===== src/rtl/memory_access_stage.sv =====
// memory_access_stage: SimpleRisc memory-access (MA) stage between execute and writeback.
// Latches the EX bundle, runs ld/st on data memory over a req/ready handshake with a
// MAX_WAIT abort, and drives the registered bundle consumed by writeback.
// Optional build macro MA_ALIGN_CHECK_EN: misaligned ld/st are retired without a
// memory request and flagged on o_misalign_err; when undefined, address bits [1:0]
// are ignored and o_misalign_err is tied low.
// A one-entry hold register keeps the instruction whose access is in flight. When a
// non-memory instruction is accepted on the same edge an access completes, it waits
// in the hold register and retires the cycle after, so writeback sees at most one
// retirement per cycle and program order is kept.
module memory_access_stage #(
    parameter int ADDR_W   = 16,
    parameter int MAX_WAIT = 15
) (
    input  logic              i_clk,
    input  logic              i_reset,
    input  logic              i_ex_valid,
    input  logic [31:0]       i_ex_pc,
    input  logic [31:0]       i_ex_aluresult,
    input  logic [31:0]       i_ex_op2,
    input  logic [31:0]       i_ex_instruction,
    input  logic              i_ex_is_ld,
    input  logic              i_ex_is_st,
    input  logic              i_ex_is_wb,
    input  logic              i_ex_is_call,
    output logic              o_ma_stall,
    output logic              o_mem_req,
    output logic              o_mem_we,
    output logic [ADDR_W-1:0] o_mem_addr,
    output logic [31:0]       o_mem_wdata,
    input  logic              i_mem_ready,
    input  logic [31:0]       i_mem_rdata,
    output logic              o_rw_valid,
    output logic [31:0]       o_rw_pc,
    output logic [31:0]       o_rw_ldresult,
    output logic [31:0]       o_rw_aluresult,
    output logic [31:0]       o_rw_instruction,
    output logic              o_rw_is_wb,
    output logic              o_rw_is_call,
    output logic              o_rw_is_ld,
    output logic              o_mem_timeout,
    output logic              o_misalign_err
);

    typedef enum logic {S_IDLE, S_ACCESS} state_t;

    localparam logic [7:0] LP_LAST_WAIT = 8'(MAX_WAIT - 1);

    state_t              r_state;
    logic [7:0]          r_waitCnt;
    logic                r_memReq;
    logic                r_memWe;
    logic [ADDR_W-1:0]   r_memAddr;
    logic [31:0]         r_memWdata;

    logic                r_holdValid;
    logic [31:0]         r_holdPc;
    logic [31:0]         r_holdAlu;
    logic [31:0]         r_holdInstr;
    logic                r_holdWb;
    logic                r_holdCall;
    logic                r_holdLd;
    logic                r_holdMis;

    logic                r_rwValid;
    logic [31:0]         r_rwPc;
    logic [31:0]         r_rwLdResult;
    logic [31:0]         r_rwAlu;
    logic [31:0]         r_rwInstr;
    logic                r_rwWb;
    logic                r_rwCall;
    logic                r_rwLd;
    logic                r_timeout;
    logic                r_misalign;

    logic                w_stall;
    logic                w_accept;
    logic                w_isMem;
    logic                w_misaligned;
    logic                w_issue;
    logic                w_loadHold;

    logic                w_retire;
    logic                w_retFromHold;
    logic [31:0]         w_retPc;
    logic [31:0]         w_retLdResult;
    logic [31:0]         w_retAlu;
    logic [31:0]         w_retInstr;
    logic                w_retWb;
    logic                w_retCall;
    logic                w_retLd;
    logic                w_retTimeout;
    logic                w_retMis;

    assign w_stall  = (r_state == S_ACCESS) && !i_mem_ready;
    assign w_accept = i_ex_valid && !w_stall;
    assign w_isMem  = i_ex_is_ld || i_ex_is_st;

`ifdef MA_ALIGN_CHECK_EN
    assign w_misaligned = w_isMem && (i_ex_aluresult[1:0] != 2'b00);
`else
    assign w_misaligned = 1'b0;
`endif

    assign w_issue    = w_accept && w_isMem && !w_misaligned;
    assign w_loadHold = w_accept && (w_issue || w_retFromHold);

    // Decide which instruction, if any, hands its result to writeback at the coming edge
    always_comb begin
        w_retire      = 1'b0;
        w_retFromHold = 1'b0;
        w_retPc       = i_ex_pc;
        w_retLdResult = 32'd0;
        w_retAlu      = i_ex_aluresult;
        w_retInstr    = i_ex_instruction;
        w_retWb       = i_ex_is_wb && !w_misaligned;
        w_retCall     = i_ex_is_call;
        w_retLd       = i_ex_is_ld;
        w_retTimeout  = 1'b0;
        w_retMis      = w_misaligned;
        if (r_state == S_ACCESS) begin
            if (i_mem_ready || (r_waitCnt == LP_LAST_WAIT)) begin
                w_retire      = 1'b1;
                w_retFromHold = 1'b1;
                w_retPc       = r_holdPc;
                w_retAlu      = r_holdAlu;
                w_retInstr    = r_holdInstr;
                w_retCall     = r_holdCall;
                w_retLd       = r_holdLd;
                w_retMis      = 1'b0;
                if (i_mem_ready) begin
                    w_retWb       = r_holdWb;
                    w_retLdResult = r_holdLd ? i_mem_rdata : 32'd0;
                end else begin
                    w_retWb      = 1'b0;
                    w_retTimeout = 1'b1;
                end
            end
        end else if (r_holdValid) begin
            w_retire      = 1'b1;
            w_retFromHold = 1'b1;
            w_retPc       = r_holdPc;
            w_retAlu      = r_holdAlu;
            w_retInstr    = r_holdInstr;
            w_retWb       = r_holdWb;
            w_retCall     = r_holdCall;
            w_retLd       = r_holdLd;
            w_retMis      = r_holdMis;
        end else if (w_accept && !w_issue) begin
            w_retire = 1'b1;
        end
    end

    // Access FSM: issue the request on accept, hold it stable, finish on ready or abort at the wait limit
    always_ff @(posedge i_clk) begin
        if (i_reset) begin
            r_state    <= S_IDLE;
            r_waitCnt  <= 8'd0;
            r_memReq   <= 1'b0;
            r_memWe    <= 1'b0;
            r_memAddr  <= '0;
            r_memWdata <= 32'd0;
        end else if (w_issue) begin
            r_state    <= S_ACCESS;
            r_waitCnt  <= 8'd0;
            r_memReq   <= 1'b1;
            r_memWe    <= i_ex_is_st && !i_ex_is_ld;
            r_memAddr  <= i_ex_aluresult[ADDR_W+1:2];
            r_memWdata <= i_ex_op2;
        end else if (r_state == S_ACCESS) begin
            if (i_mem_ready || (r_waitCnt == LP_LAST_WAIT)) begin
                r_state  <= S_IDLE;
                r_memReq <= 1'b0;
            end else begin
                r_waitCnt <= r_waitCnt + 8'd1;
            end
        end
    end

    // Hold register: the in-flight memory instruction, or a non-memory one waiting its retire slot
    always_ff @(posedge i_clk) begin
        if (i_reset) begin
            r_holdValid <= 1'b0;
            r_holdPc    <= 32'd0;
            r_holdAlu   <= 32'd0;
            r_holdInstr <= 32'd0;
            r_holdWb    <= 1'b0;
            r_holdCall  <= 1'b0;
            r_holdLd    <= 1'b0;
            r_holdMis   <= 1'b0;
        end else begin
            r_holdValid <= w_loadHold && !w_issue;
            if (w_loadHold) begin
                r_holdPc    <= i_ex_pc;
                r_holdAlu   <= i_ex_aluresult;
                r_holdInstr <= i_ex_instruction;
                r_holdWb    <= i_ex_is_wb && !w_misaligned;
                r_holdCall  <= i_ex_is_call;
                r_holdLd    <= i_ex_is_ld;
                r_holdMis   <= w_misaligned;
            end
        end
    end

    // Writeback bundle: load the retiring instruction, otherwise drop valid/is_wb/pulses and hold the data fields
    always_ff @(posedge i_clk) begin
        if (i_reset) begin
            r_rwValid    <= 1'b0;
            r_rwPc       <= 32'd0;
            r_rwLdResult <= 32'd0;
            r_rwAlu      <= 32'd0;
            r_rwInstr    <= 32'd0;
            r_rwWb       <= 1'b0;
            r_rwCall     <= 1'b0;
            r_rwLd       <= 1'b0;
            r_timeout    <= 1'b0;
            r_misalign   <= 1'b0;
        end else if (w_retire) begin
            r_rwValid    <= 1'b1;
            r_rwPc       <= w_retPc;
            r_rwLdResult <= w_retLdResult;
            r_rwAlu      <= w_retAlu;
            r_rwInstr    <= w_retInstr;
            r_rwWb       <= w_retWb;
            r_rwCall     <= w_retCall;
            r_rwLd       <= w_retLd;
            r_timeout    <= w_retTimeout;
            r_misalign   <= w_retMis;
        end else begin
            r_rwValid  <= 1'b0;
            r_rwWb     <= 1'b0;
            r_timeout  <= 1'b0;
            r_misalign <= 1'b0;
        end
    end

    assign o_ma_stall       = w_stall;
    assign o_mem_req        = r_memReq;
    assign o_mem_we         = r_memWe;
    assign o_mem_addr       = r_memAddr;
    assign o_mem_wdata      = r_memWdata;
    assign o_rw_valid       = r_rwValid;
    assign o_rw_pc          = r_rwPc;
    assign o_rw_ldresult    = r_rwLdResult;
    assign o_rw_aluresult   = r_rwAlu;
    assign o_rw_instruction = r_rwInstr;
    assign o_rw_is_wb       = r_rwWb;
    assign o_rw_is_call     = r_rwCall;
    assign o_rw_is_ld       = r_rwLd;
    assign o_mem_timeout    = r_timeout;
`ifdef MA_ALIGN_CHECK_EN
    assign o_misalign_err   = r_misalign;
`else
    assign o_misalign_err   = 1'b0;
`endif

endmodule

===== config.mk =====
export PLATFORM = sky130hd
export DESIGN_NAME = memory_access_stage
export DESIGN_NICKNAME = d
export VERILOG_FILES = /design/src/rtl/memory_access_stage.sv
export SDC_FILE = /design/constraint.sdc
export NUM_CORES = 1
export LEC_CHECK = 0
export CAP_MARGIN = 20
export CORE_UTILIZATION = 43
export CTS_BUF_LIST = sky130_fd_sc_hd__clkbuf_16
export DETAILED_ROUTE_END_ITERATION = 8
export GPL_TIMING_DRIVEN = 0
export PLACE_DENSITY = 0.77
export SKIP_CTS_REPAIR_TIMING = 1
export SLEW_MARGIN = 20
export SYNTH_ARGS = -nofsm -noshare
export SYNTH_HDL_FRONTEND = slang
export SYNTH_SLANG_ARGS = --single-unit
export TNS_END_PERCENT = 1

===== constraint.sdc =====
create_clock -name i_clk -period 2.1 [get_ports i_clk]
set_clock_uncertainty 0.15 [all_clocks]
set_input_delay 0.315 -clock i_clk [delete_from_list [all_inputs] [get_ports i_clk]]
set_output_delay 0.315 -clock i_clk [all_outputs]
set_load 0.02 [all_outputs]

==> impl_metrics.csv <==
group,metric,value,unit
synth,synth-async-reset-ratio,0,%
setup_path,critical_path.reg2reg.startpoint,"r_waitCnt[1]",
run,max_cap_violations,0,
min_path,hp-start,"i_ex_valid",
min_path,hp-class,"in2reg",
global_route,number_of_global_route_vias_before_repair,11300,
placed_design,placement.setup.worst_slack,-1.24,ns
synth,synth_largest_area_cell,"dfxtp_1",
outcome,run_status,"complete, but fails checks",
die,row_count,60,
setup_path,r2r.worst_path.cells,8,
drt,routed_wirelength,39000,um
global_route,grt_usage,26.3,%
pwr,p_int,10.0,mW
placed_design,placed_cells_incl_taps,2050,
global_route,wire_length_of_the_first_global_routing_pass,60000,um
synth,synth.top_cell.area_share,49.3,%
synth,yosys_register_bits,292,
synth,syn_nets,1530,
setup_path,data_arrival_time_at_the_worst_slack_endpoint,2.60,ns
synth,ys.flop_type,"dfxtp_1",
pwr,swShare,27.0,%
die,die_x,168,um
finish,finish.net_count,1922,
setup_path,ws_path_type,"reg2reg",
pwr,net-switching-power,3.70,mW
timing,worst_slack,-0.200,ns
drt,firstDrtPassIters,5,
timing,finalCritPeriodShare,110,%
clock_tree,cts_tree,"done",
clock_tree,numClockSinks,292,
die,chipHeight,168,um
die,floorplan.die_area,28200,um^2
drt,post_drt_wl_per_cell,18.4,um
drt,drt-initial-drc-count,861,
pwr,vdd.ir_drop.worst,588,uV
die,fp.coreArea,27000,um^2
setup_path,worstPathMaxFanout,7,
global_route,grt_start_max_net_pins,15,
setup_path,cp-end-kind,"flip-flop",
placed_design,gp_congestion,0.861,
setup_path,critical_path.startpoint_type,"flip-flop",
timing,final_period_minus_worst_setup_slack,2.30,ns
finish,final_cell_area,17200,um^2
drt,drc,0,
die,design.portCount,353,
synth,synth_area_leaders,"dfxtp_1, a311oi_2, nand2_1",
pwr,share_seq_of_total_power,44.4,%
synth,syn_area,11800,um^2
timing,achievable-frequency,435,MHz
outcome,failed_checks,"setup timing",
timing,tightestPinTransition,0.935,ns
clock_tree,tritoncts.num_buffers,30,
finish,stdcell_count,2118,
synth,synth-seq-area-share,49.3,%
clock_tree,clock-root-buffer,"clkbuf_16",
timing,grt_setup_unrepaired,"true",
timing,total_setup_violations_reported_at_the_end_of_the_flow,136,
pwr,power.static_leakage,6.16,nW
pwr,power.clock.fraction,38.3,%
timing,report.final.slew_viol_count,0,
clock_tree,h-tree-depth,1,
pwr,power_density,796,nW/um^2
drt,post_drt_via_cell_ratio,5.52,
placed_design,hpwlAfterDp,27100,um
drt,via_count,11700,
clock_tree,clk_path_buf_depth,3,
global_route,grt-ovfl-total,0,
timing,finalHoldViolCount,0,
placed_design,placed_area,15800,um^2
synth,synthesis.instances,1360,
synth,synth_edf_count,0,
pwr,power_frac_comb,17.4,%
setup_path,regToRegSetupSlack,-0.20,ns
die,initial_utilization,43.8,%
timing,holdWs,0.115,ns
drt,final_antenna_net_count,0,
min_path,timing.hold.worst_endpoint,"r_holdLd",
min_path,hold_path_depth,3,
clock_tree,clk_transition_reported_paths,0.06,ns
synth,ys_types,44,
synth,yosys_warnings,0,
setup_path,worst-endpoint-required,2.39,ns
setup_path,timing.rr.end,"o_rw_ldresult[25]",
placed_design,io_buffer_count,349,
finish,syn_to_final_growth,45.3,%
finish,final_layout_size_suffix_gt1_share,14.9,%
clock_tree,clock_latency,0.56,ns
synth,postSynthAreaPerCell,8.71,um^2
timing,max_transition_margin,37.6,%
global_route,antenna_found_initial,2,
==> layout by cell type (no fill, tap or decap), drive strengths merged, types with 2 or more instances in the layout <==
cell type	count
clkdlybuf4s50	347
dfxtp	292
nand2	291
a21oi	153
clkbuf	129
nor2	106
nand3	104
o21ai	99
a311oi	97
buf	50
a22o	32
clkinv	16
inv	8
xor2	6
and3	4
nand2b	3
and2	3
bufinv	3
o2111ai	3
diode	2
a31oi	2
and4b	2
nand3b	2
o211ai	2
dlymetal6s2s	2
or2	2
nor3b	2
ha	2
==> sequential cells by signal, summed over array words and instances (netlist names), 8 cells and up <==
register          cells
r_holdPc             32
o_rw_aluresult       32
r_holdAlu            32
o_rw_instruction     32
o_rw_ldresult        32
o_rw_pc              32
r_holdInstr          32
o_mem_addr           16
r_waitCnt             8
o_mem_wdata          32
==> synth_stat cells, types with 2 or more instances <==
master,count
and3_1,4
buf_6,15
a21oi_1,152
buf_4,2
clkbuf_1,103
o21ai_0,95
nand3b_1,2
nand3_1,104
buf_2,14
a22o_1,32
ha_1,2
and4b_1,2
dfxtp_1,292
inv_1,3
or2_2,2
o211ai_1,2
and2_1,3
o2111ai_1,3
a31oi_1,2
xor2_1,6
a311oi_2,89
nor2_1,106
a311oi_1,8
nand2_1,291
nand2b_1,3
buf_1,2
o21ai_1,4
==> power groups by stage <==
stage / logic [mW] / registers (mW) / clock network (mW)
3_5_place_dp: 2.26 / 6.18 / 0
2_1_floorplan: 0.928 / 6.41 / 0
6_report: 2.38 / 6.08 / 5.25
4_1_cts: 2.27 / 6.06 / 5.32
3_3_place_gp: 2.23 / 6.18 / 0
5_1_grt: 2.54 / 6.11 / 5.56
==> critical path, stage by stage (launching register included) <==
cell and delay, ns:
dfxtp_2 0.38, ha_4 0.14, or4b_4 0.46, buf_6 0.14, o21ba_4 0.21, buf_8 0.15
nor3b_4 0.19, buf_6 0.18, a22o_1 0.18
==> cell type report <==
class / count / area, um^2
flip-flops and latches: 292 / 5850
well taps: 341 / 427
repair buffers: 360 / 3610
inverters: 3 / 11.3
multi-input cells: 928 / 5530
diodes: 2 / 5.00
clock buffers: 31 / 776
plain buffers: 137 / 821
fillers: 2257 / 9820
clock inverters: 24 / 181
==> kinds of logic after synthesis <==
kind of cell / count (synthesis) / share of synthesized area, %
DFF: 292 / 49.3
AOI/OAI and AO/OA: 391 / 25.6
and+or+nand+nor: 525 / 18.5
buffers and inverters: 140 / 5.61
adders and majority gates: 2 / 0.211
muxes: 2 / 0.180
xor gates and xnor gates: 7 / 0.518
other: 1 / 0.0317
==> metal layers <==
layer / GRT usage [%] / up-vias / share of wire (%)
met1: 33.6 / 5540 / 42
met5: 0 / - / 0
met2: 43.2 / 502 / 46
li1: - / 5544 / -
met3: 4.98 / 102 / 7.1
met4: 11.8 / 0 / 4.5
==> worst max-delay path by stage <==
stage | from | end | cells past startpoint | slack (ns)
after detailed placement | i_mem_ready | o_rw_aluresult[11] | 8 | -1.24
final | r_waitCnt[1] | o_rw_ldresult[25] | 8 | -0.20
after floorplan | r_waitCnt[0] | o_rw_aluresult[20] | 10 | -0.03
after global routing | r_waitCnt[0] | o_rw_ldresult[20] | 9 | -0.27
after global placement | i_mem_ready | o_rw_aluresult[10] | 8 | -1.22
after CTS | r_state | o_rw_aluresult[16] | 7 | -0.78
==> stage by stage <==
stage / setup TNS (ns) / power (mW) / util, %
floorplan: -2.06 / 7.34 / -
global route: -29.38 / 14.2 / 63.7
CTS: -92.56 / 13.7 / 61.9
global placement: -210.00 / 8.40 / 58.3
finish: -18.63 / 13.7 / 63.7
detailed placement: -216.72 / 8.44 / 58.3
No activity file was read; power rests on OpenSTA's default activity.
